==> src/rtl/dmem_arbiter_if.sv <==
// rtl/dmem_arbiter_if.sv - requester, memory and status signals shared by the data-memory arbiter
interface dmem_arbiter_if;
    logic        cpu_req;
    logic [31:0] cpu_addr;
    logic [31:0] cpu_wdata;
    logic        cpu_we;
    logic [3:0]  cpu_sign_mask;
    logic [31:0] cpu_rdata;
    logic        cpu_done;
    logic        cpu_err;
    logic        cpu_stall;

    logic        aux_req;
    logic [31:0] aux_addr;
    logic [31:0] aux_wdata;
    logic        aux_we;
    logic [3:0]  aux_sign_mask;
    logic [31:0] aux_rdata;
    logic        aux_done;
    logic        aux_err;
    logic        aux_stall;

    logic        mem_valid;
    logic [31:0] mem_addr;
    logic [31:0] mem_wdata;
    logic        mem_we;
    logic        mem_re;
    logic [3:0]  mem_sign_mask;
    logic [31:0] mem_rdata;
    logic        mem_ready;

    logic        busy;

    // Arbiter side
    modport slave (
        input  cpu_req, cpu_addr, cpu_wdata, cpu_we, cpu_sign_mask,
        output cpu_rdata, cpu_done, cpu_err, cpu_stall,
        input  aux_req, aux_addr, aux_wdata, aux_we, aux_sign_mask,
        output aux_rdata, aux_done, aux_err, aux_stall,
        output mem_valid, mem_addr, mem_wdata, mem_we, mem_re, mem_sign_mask,
        input  mem_rdata, mem_ready,
        output busy
    );

    // Requesters plus memory side
    modport master (
        output cpu_req, cpu_addr, cpu_wdata, cpu_we, cpu_sign_mask,
        input  cpu_rdata, cpu_done, cpu_err, cpu_stall,
        output aux_req, aux_addr, aux_wdata, aux_we, aux_sign_mask,
        input  aux_rdata, aux_done, aux_err, aux_stall,
        input  mem_valid, mem_addr, mem_wdata, mem_we, mem_re, mem_sign_mask,
        output mem_rdata, mem_ready,
        input  busy
    );
endinterface

==> src/rtl/dmem_arbiter.sv <==
// rtl/dmem_arbiter.sv - CPU-priority data-memory arbiter with bounded aux starvation and transaction timeout
module dmem_arbiter #(
    parameter int STARVE_LIMIT = 4,
    parameter int TIMEOUT      = 255
) (
    input  logic           clk,
    input  logic           rst,
    dmem_arbiter_if.slave  bus
);
    typedef enum logic [1:0] {
        S_IDLE = 2'd0,
        S_WAIT = 2'd1,
        S_RESP = 2'd2
    } state_t;

    localparam logic [3:0] LP_LIMIT = 4'(STARVE_LIMIT);
    localparam logic [7:0] LP_TMO   = 8'(TIMEOUT);

    state_t      r_state;
    logic        r_owner;
    logic [31:0] r_addr;
    logic [31:0] r_wdata;
    logic        r_we;
    logic [3:0]  r_mask;
    logic [31:0] r_rdata_q;
    logic        r_err_q;
    logic [7:0]  r_tmo_cnt;
    logic [3:0]  r_streak;

    logic        r_mem_valid;
    logic        r_mem_we;
    logic        r_mem_re;
    logic        r_cpu_done;
    logic        r_cpu_err;
    logic [31:0] r_cpu_rdata;
    logic        r_aux_done;
    logic        r_aux_err;
    logic [31:0] r_aux_rdata;
    logic        r_busy;

    state_t      w_state_nxt;
    logic        w_owner_nxt;
    logic [31:0] w_addr_nxt;
    logic [31:0] w_wdata_nxt;
    logic        w_we_nxt;
    logic [3:0]  w_mask_nxt;
    logic [31:0] w_rdata_nxt;
    logic        w_err_nxt;
    logic [7:0]  w_tmo_nxt;
    logic [3:0]  w_streak_nxt;
    logic        w_aux_wins;
    logic        w_to_wait;
    logic        w_to_resp;

    // Aux takes the port when the CPU is quiet or has already won STARVE_LIMIT times in a row
    assign w_aux_wins = bus.aux_req & (~bus.cpu_req | (r_streak >= LP_LIMIT));

    // Next-state and next-register computation for the IDLE/WAIT/RESP sequencer
    always_comb begin
        w_state_nxt  = r_state;
        w_owner_nxt  = r_owner;
        w_addr_nxt   = r_addr;
        w_wdata_nxt  = r_wdata;
        w_we_nxt     = r_we;
        w_mask_nxt   = r_mask;
        w_rdata_nxt  = r_rdata_q;
        w_err_nxt    = r_err_q;
        w_tmo_nxt    = r_tmo_cnt;
        w_streak_nxt = r_streak;
        case (r_state)
            S_IDLE: begin
                if (!bus.aux_req) begin
                    w_streak_nxt = 4'd0;
                end
                if (bus.cpu_req | bus.aux_req) begin
                    w_state_nxt = S_WAIT;
                    w_tmo_nxt   = 8'd0;
                    if (w_aux_wins) begin
                        w_owner_nxt  = 1'b1;
                        w_addr_nxt   = bus.aux_addr;
                        w_wdata_nxt  = bus.aux_wdata;
                        w_we_nxt     = bus.aux_we;
                        w_mask_nxt   = bus.aux_sign_mask;
                        w_streak_nxt = 4'd0;
                    end else begin
                        w_owner_nxt  = 1'b0;
                        w_addr_nxt   = bus.cpu_addr;
                        w_wdata_nxt  = bus.cpu_wdata;
                        w_we_nxt     = bus.cpu_we;
                        w_mask_nxt   = bus.cpu_sign_mask;
                        if (bus.aux_req && (r_streak < LP_LIMIT)) begin
                            w_streak_nxt = r_streak + 4'd1;
                        end
                    end
                end
            end
            S_WAIT: begin
                // A ready arriving on the timeout cycle still counts as a good completion
                if (bus.mem_ready) begin
                    w_rdata_nxt = bus.mem_rdata;
                    w_err_nxt   = 1'b0;
                    w_state_nxt = S_RESP;
                end else if (r_tmo_cnt == LP_TMO) begin
                    w_rdata_nxt = 32'd0;
                    w_err_nxt   = 1'b1;
                    w_state_nxt = S_RESP;
                end else begin
                    w_tmo_nxt = r_tmo_cnt + 8'd1;
                end
            end
            S_RESP: begin
                w_state_nxt = S_IDLE;
            end
            default: begin
                w_state_nxt = S_IDLE;
            end
        endcase
    end

    assign w_to_wait = (w_state_nxt == S_WAIT);
    assign w_to_resp = (w_state_nxt == S_RESP);

    // State and latched transaction registers
    always_ff @(posedge clk or posedge rst) begin
        if (rst) begin
            r_state   <= S_IDLE;
            r_owner   <= 1'b0;
            r_addr    <= 32'd0;
            r_wdata   <= 32'd0;
            r_we      <= 1'b0;
            r_mask    <= 4'd0;
            r_rdata_q <= 32'd0;
            r_err_q   <= 1'b0;
            r_tmo_cnt <= 8'd0;
            r_streak  <= 4'd0;
        end else begin
            r_state   <= w_state_nxt;
            r_owner   <= w_owner_nxt;
            r_addr    <= w_addr_nxt;
            r_wdata   <= w_wdata_nxt;
            r_we      <= w_we_nxt;
            r_mask    <= w_mask_nxt;
            r_rdata_q <= w_rdata_nxt;
            r_err_q   <= w_err_nxt;
            r_tmo_cnt <= w_tmo_nxt;
            r_streak  <= w_streak_nxt;
        end
    end

    // Output registers decoded from the next state so every output toggles straight off a flop
    always_ff @(posedge clk or posedge rst) begin
        if (rst) begin
            r_mem_valid <= 1'b0;
            r_mem_we    <= 1'b0;
            r_mem_re    <= 1'b0;
            r_cpu_done  <= 1'b0;
            r_cpu_err   <= 1'b0;
            r_cpu_rdata <= 32'd0;
            r_aux_done  <= 1'b0;
            r_aux_err   <= 1'b0;
            r_aux_rdata <= 32'd0;
            r_busy      <= 1'b0;
        end else begin
            r_mem_valid <= w_to_wait;
            r_mem_we    <= w_to_wait & w_we_nxt;
            r_mem_re    <= w_to_wait & ~w_we_nxt;
            r_cpu_done  <= w_to_resp & ~w_owner_nxt;
            r_cpu_err   <= w_to_resp & ~w_owner_nxt & w_err_nxt;
            r_cpu_rdata <= (w_to_resp & ~w_owner_nxt) ? w_rdata_nxt : 32'd0;
            r_aux_done  <= w_to_resp & w_owner_nxt;
            r_aux_err   <= w_to_resp & w_owner_nxt & w_err_nxt;
            r_aux_rdata <= (w_to_resp & w_owner_nxt) ? w_rdata_nxt : 32'd0;
            r_busy      <= (w_state_nxt != S_IDLE);
        end
    end

    assign bus.mem_valid     = r_mem_valid;
    assign bus.mem_addr      = r_addr;
    assign bus.mem_wdata     = r_wdata;
    assign bus.mem_we        = r_mem_we;
    assign bus.mem_re        = r_mem_re;
    assign bus.mem_sign_mask = r_mask;
    assign bus.cpu_done      = r_cpu_done;
    assign bus.cpu_err       = r_cpu_err;
    assign bus.cpu_rdata     = r_cpu_rdata;
    assign bus.aux_done      = r_aux_done;
    assign bus.aux_err       = r_aux_err;
    assign bus.aux_rdata     = r_aux_rdata;
    assign bus.busy          = r_busy;
    assign bus.cpu_stall     = bus.cpu_req & ~r_cpu_done;
    assign bus.aux_stall     = bus.aux_req & ~r_aux_done;
endmodule

==> src/flat_wrapper.sv <==
// flat-port wrapper written by rule: the top's interface ports become plain ports
module dmem_arbiter_flat 
#(
    parameter int STARVE_LIMIT = 4,
    parameter int TIMEOUT      = 255
)
  (clk, rst, bus_cpu_req, bus_cpu_addr, bus_cpu_wdata, bus_cpu_we, bus_cpu_sign_mask, bus_cpu_rdata, bus_cpu_done, bus_cpu_err, bus_cpu_stall, bus_aux_req, bus_aux_addr, bus_aux_wdata, bus_aux_we, bus_aux_sign_mask, bus_aux_rdata, bus_aux_done, bus_aux_err, bus_aux_stall, bus_mem_valid, bus_mem_addr, bus_mem_wdata, bus_mem_we, bus_mem_re, bus_mem_sign_mask, bus_mem_rdata, bus_mem_ready, bus_busy);
  dmem_arbiter_if bus_i ();
  input  logic clk;
  input  logic rst;
  input wire logic [$bits(bus_i.cpu_req)-1:0] bus_cpu_req;
  input wire logic [$bits(bus_i.cpu_addr)-1:0] bus_cpu_addr;
  input wire logic [$bits(bus_i.cpu_wdata)-1:0] bus_cpu_wdata;
  input wire logic [$bits(bus_i.cpu_we)-1:0] bus_cpu_we;
  input wire logic [$bits(bus_i.cpu_sign_mask)-1:0] bus_cpu_sign_mask;
  output wire logic [$bits(bus_i.cpu_rdata)-1:0] bus_cpu_rdata;
  output wire logic [$bits(bus_i.cpu_done)-1:0] bus_cpu_done;
  output wire logic [$bits(bus_i.cpu_err)-1:0] bus_cpu_err;
  output wire logic [$bits(bus_i.cpu_stall)-1:0] bus_cpu_stall;
  input wire logic [$bits(bus_i.aux_req)-1:0] bus_aux_req;
  input wire logic [$bits(bus_i.aux_addr)-1:0] bus_aux_addr;
  input wire logic [$bits(bus_i.aux_wdata)-1:0] bus_aux_wdata;
  input wire logic [$bits(bus_i.aux_we)-1:0] bus_aux_we;
  input wire logic [$bits(bus_i.aux_sign_mask)-1:0] bus_aux_sign_mask;
  output wire logic [$bits(bus_i.aux_rdata)-1:0] bus_aux_rdata;
  output wire logic [$bits(bus_i.aux_done)-1:0] bus_aux_done;
  output wire logic [$bits(bus_i.aux_err)-1:0] bus_aux_err;
  output wire logic [$bits(bus_i.aux_stall)-1:0] bus_aux_stall;
  output wire logic [$bits(bus_i.mem_valid)-1:0] bus_mem_valid;
  output wire logic [$bits(bus_i.mem_addr)-1:0] bus_mem_addr;
  output wire logic [$bits(bus_i.mem_wdata)-1:0] bus_mem_wdata;
  output wire logic [$bits(bus_i.mem_we)-1:0] bus_mem_we;
  output wire logic [$bits(bus_i.mem_re)-1:0] bus_mem_re;
  output wire logic [$bits(bus_i.mem_sign_mask)-1:0] bus_mem_sign_mask;
  input wire logic [$bits(bus_i.mem_rdata)-1:0] bus_mem_rdata;
  input wire logic [$bits(bus_i.mem_ready)-1:0] bus_mem_ready;
  output wire logic [$bits(bus_i.busy)-1:0] bus_busy;
  assign bus_i.cpu_req = bus_cpu_req;
  assign bus_i.cpu_addr = bus_cpu_addr;
  assign bus_i.cpu_wdata = bus_cpu_wdata;
  assign bus_i.cpu_we = bus_cpu_we;
  assign bus_i.cpu_sign_mask = bus_cpu_sign_mask;
  assign bus_cpu_rdata = bus_i.cpu_rdata;
  assign bus_cpu_done = bus_i.cpu_done;
  assign bus_cpu_err = bus_i.cpu_err;
  assign bus_cpu_stall = bus_i.cpu_stall;
  assign bus_i.aux_req = bus_aux_req;
  assign bus_i.aux_addr = bus_aux_addr;
  assign bus_i.aux_wdata = bus_aux_wdata;
  assign bus_i.aux_we = bus_aux_we;
  assign bus_i.aux_sign_mask = bus_aux_sign_mask;
  assign bus_aux_rdata = bus_i.aux_rdata;
  assign bus_aux_done = bus_i.aux_done;
  assign bus_aux_err = bus_i.aux_err;
  assign bus_aux_stall = bus_i.aux_stall;
  assign bus_mem_valid = bus_i.mem_valid;
  assign bus_mem_addr = bus_i.mem_addr;
  assign bus_mem_wdata = bus_i.mem_wdata;
  assign bus_mem_we = bus_i.mem_we;
  assign bus_mem_re = bus_i.mem_re;
  assign bus_mem_sign_mask = bus_i.mem_sign_mask;
  assign bus_i.mem_rdata = bus_mem_rdata;
  assign bus_i.mem_ready = bus_mem_ready;
  assign bus_busy = bus_i.busy;
  dmem_arbiter #(.STARVE_LIMIT(STARVE_LIMIT), .TIMEOUT(TIMEOUT)) u_core (.clk(clk), .rst(rst), .bus(bus_i));
endmodule
==> config.mk <==
export PLATFORM = sky130hd
export DESIGN_NAME = dmem_arbiter_flat
export DESIGN_NICKNAME = d
export VERILOG_FILES = /design/src/rtl/dmem_arbiter_if.sv /design/src/rtl/dmem_arbiter.sv /design/src/flat_wrapper.sv
export SDC_FILE = /design/constraint.sdc
export NUM_CORES = 1
export LEC_CHECK = 0
export CAP_MARGIN = 20
export CORE_AREA = 3 3 129 131
export DETAILED_ROUTE_END_ITERATION = 6
export DIE_AREA = 0 0 132 134
export GPL_TIMING_DRIVEN = 0
export PLACE_DENSITY = 0.89
export SLEW_MARGIN = 20
export SYNTH_ARGS = -nofsm -noshare
export SYNTH_HDL_FRONTEND = slang
export SYNTH_SLANG_ARGS = --single-unit
==> constraint.sdc <==
create_clock -name clk -period 6.6 [get_ports clk]
set_input_delay 1.32 -clock clk [delete_from_list [all_inputs] [get_ports clk]]
set_output_delay 1.32 -clock clk [all_outputs]
set_load 0.02 [all_outputs]
==> flow_summary.yaml <==
run_status:
  status: "finished, final reports clean"
placement:
  dp_cells: 1189
  io_buffers: 316
  post_dp_cell_area_um2: 9700
  routabilityCongestion: 0.833
  dpl.hpwl_um: 16300
die:
  coreArea_um2: 15700
  start_util_pct: 39.7
  ios: 317
  die-area_um2: 17700
  die_h_um: 134
  num_rows: 46
  die_w_um: 132
power_and_ir_drop:
  vdd_drop_max_uv: 238
  internal_power_mw: 2.49
  p_per_area_nw_per_um2: 387
  clkPwrFrac_pct: 24.7
  seq_power_share_pct: 34.6
  leakage_nw: 4.52
  combinationalPowerShare_pct: 40.7
  switching_power_mw: 1.50
  switching_share_pct: 37.6
  totalPowerFinal_mw: 3.99
grt:
  overflow: 0
  track_usage_pct: 24.1
  first_global_vias: 6230
  grt_max_degree: 95
  antenna_found_initial: 0
  grt_first_pass_wirelength_um: 33500
yosys:
  synth_cells: 656
  syn_nets: 833
  ys_ff_latch: 156
  syn_area_um2: 6230
  ys_warn_count: 0
  ys.flop_type: "dfrtp_1"
  synth_seq_area_share_pct: 62.7
  synth_top_area_share_pct: 62.7
  yosys.area.top_type: "dfrtp_1"
  synthArstFlopShare_pct: 100
  syn_area_per_cell_um2: 9.50
  synth_cell_types: 41
  synth_area_leaders: "dfrtp_1 (63%), nand2_1 (11%), nor2_1 (8.4%)"
  synth_edf_count: 0
cells_and_area:
  n_fill_cell: 1211
  stdcell_count: 1221
  design_area_um2: 10300
  synthToLayoutAreaGrowth_pct: 65.6
  num_antenna_cells: 0
  final_common_cell: "clkdlybuf4s50_1"
  layout_common_cells: "clkdlybuf4s50_1 (316), nand2_1 (175), dfrtp_1 (156)"
  nets: 1169
  drive_gt1_share_pct: 7.56
sta:
  hold_ws_ps: 527
  skew_ps: 10.8
  max_freq_mhz: 244
  finalHoldViolCount: 0
  maxSlewHeadroom_pct: 55.5
  min_period_ps: 4100
  rsz0062_at_grt: "false"
  tightest_slew_ps: 668
  setup_tns_ps: 0
  drv_slew: 0
  setup_violations: 0
  post-route-period-util_pct: 62.2
worst_setup_path:
  setup.worst_path.start_class: "primary input"
  critPathKind: "primary input to primary output"
  reg2reg_depth: 6
  critPathMaxFanout: 9
  end_kind: "primary output"
  arrival_ps: 2780
  worst_ep_required_time_ps: 5280
hold_path:
  hold_depth: 1
  hold_path.class: "register to register"
drt:
  routed_wl_um: 21500
  wl_per_cell_um: 17.6
  drtIter0Drc: 301
  drt-vias-per-instance: 5.00
  drc: 0
  vias: 6111
  ant_nets: 0
  drt_pass1_iterations: 5
cts:
  h-tree-depth: 4
  cts-root-buf: "clkbuf_16"
  hold_buffers: 0
  clock_latency_ps: 420
  clock_path_buffers: 2
  clk_pin_slew_ps: 70
  cts_tree: "built"
  cts_setup_buffers: 0
  cts_made_buffers: 17
  clock_sinks: 156
  cts_resized: 0
run:
  max_cap_viol_count: 0
metal layers:
metal	vias up	GRT usage, %	routed length, µm
met3	33	7.13	1790
li1	2836	-	-
met5	-	0	0
met2	276	41.8	11000
met1	2966	28.5	8180
met4	0	8.58	506
metrics by stage:
step                      worst slack, ps  util, %
final                                2500     65.7
after global routing                 2450     65.7
after CTS                            2490     65.7
after detailed placement             2490     61.7
after global placement               -995     61.5
after floorplan                      1070        -
power groups by stage:
stage	sequential [mW]	combinational, mW	clock [mW]
after detailed placement	1.40	1.63	0
after CTS	1.38	1.64	1.00
after floorplan	1.71	0.467	0
after global placement	1.38	1.60	0
after global routing	1.42	1.73	1.05
final	1.38	1.62	0.986
worst paths after layout:
path	startpoint	to	slack (ps)
min in group asynchronous	rst	u_core.bus.cpu_done	1330
min reg2reg	u_core.r_streak[0]	u_core.r_streak[0]	530
max in group asynchronous	rst	u_core.bus.mem_addr[9]	4440
max reg2reg	u_core.r_state[0]	u_core.bus.mem_sign_mask[0]	4610
max	bus_aux_req	bus_aux_stall	2500
min	u_core.r_streak[0]	u_core.r_streak[0]	530
state kept, by name (all words and copies together) (netlist names):
signal,cells
u_core.bus.mem_valid,1
u_core.r_state,2
u_core.r_streak,4
u_core.bus.aux_rdata,32
u_core.bus.mem_re,1
u_core.r_we,1
u_core.bus.cpu_rdata,32
u_core.bus.mem_addr,32
u_core.bus.aux_err,1
u_core.bus.mem_sign_mask,4
u_core.bus.cpu_done,1
u_core.bus.busy,1
u_core.r_tmo_cnt,8
u_core.bus.mem_we,1
u_core.bus.aux_done,1
u_core.bus.mem_wdata,32
u_core.r_owner,1
u_core.bus.cpu_err,1
cell type report:
class / instances / area, µm² / share of cell area (%)
Clock inverter: 15 / 191 / 1.86
Timing Repair Buffer: 317 / 3190 / 30.9
Inverter: 7 / 33.8 / 0.327
Tap cell: 216 / 270 / 2.62
Sequential cell: 156 / 3900 / 37.8
Buffer: 46 / 253 / 2.45
Multi-Input combinational cell: 447 / 2050 / 19.9
Clock buffer: 17 / 425 / 4.12
Yosys cell counts (4+ instances only):
library cell / number
nand4_1: 4
inv_1: 6
o21ai_0: 11
or3_1: 5
nand2_1: 175
buf_2: 24
clkbuf_1: 11
a31oi_1: 69
dfrtp_1: 156
nor2_1: 139
a21oi_1: 8
buf_4: 7
critical path: stages:
cell and delay, ps:
clkdlybuf4s50_1 650, nor2b_1 180, clkdlybuf4s50_1 630
logic make-up (layout without fill, tap and decap cells):
family                   after synthesis  after routing  synth area share [%]
flip-flops                           156            156                  62.7
AND/OR/NAND/NOR                      347            347                  22.6
AO/OA/AOI/OAI                         98             98                  9.86
buffers and inverters                 53            402                  4.48
adder cells (fa/ha/maj)                2              2                 0.402
(Power assumes the default switching activity.)
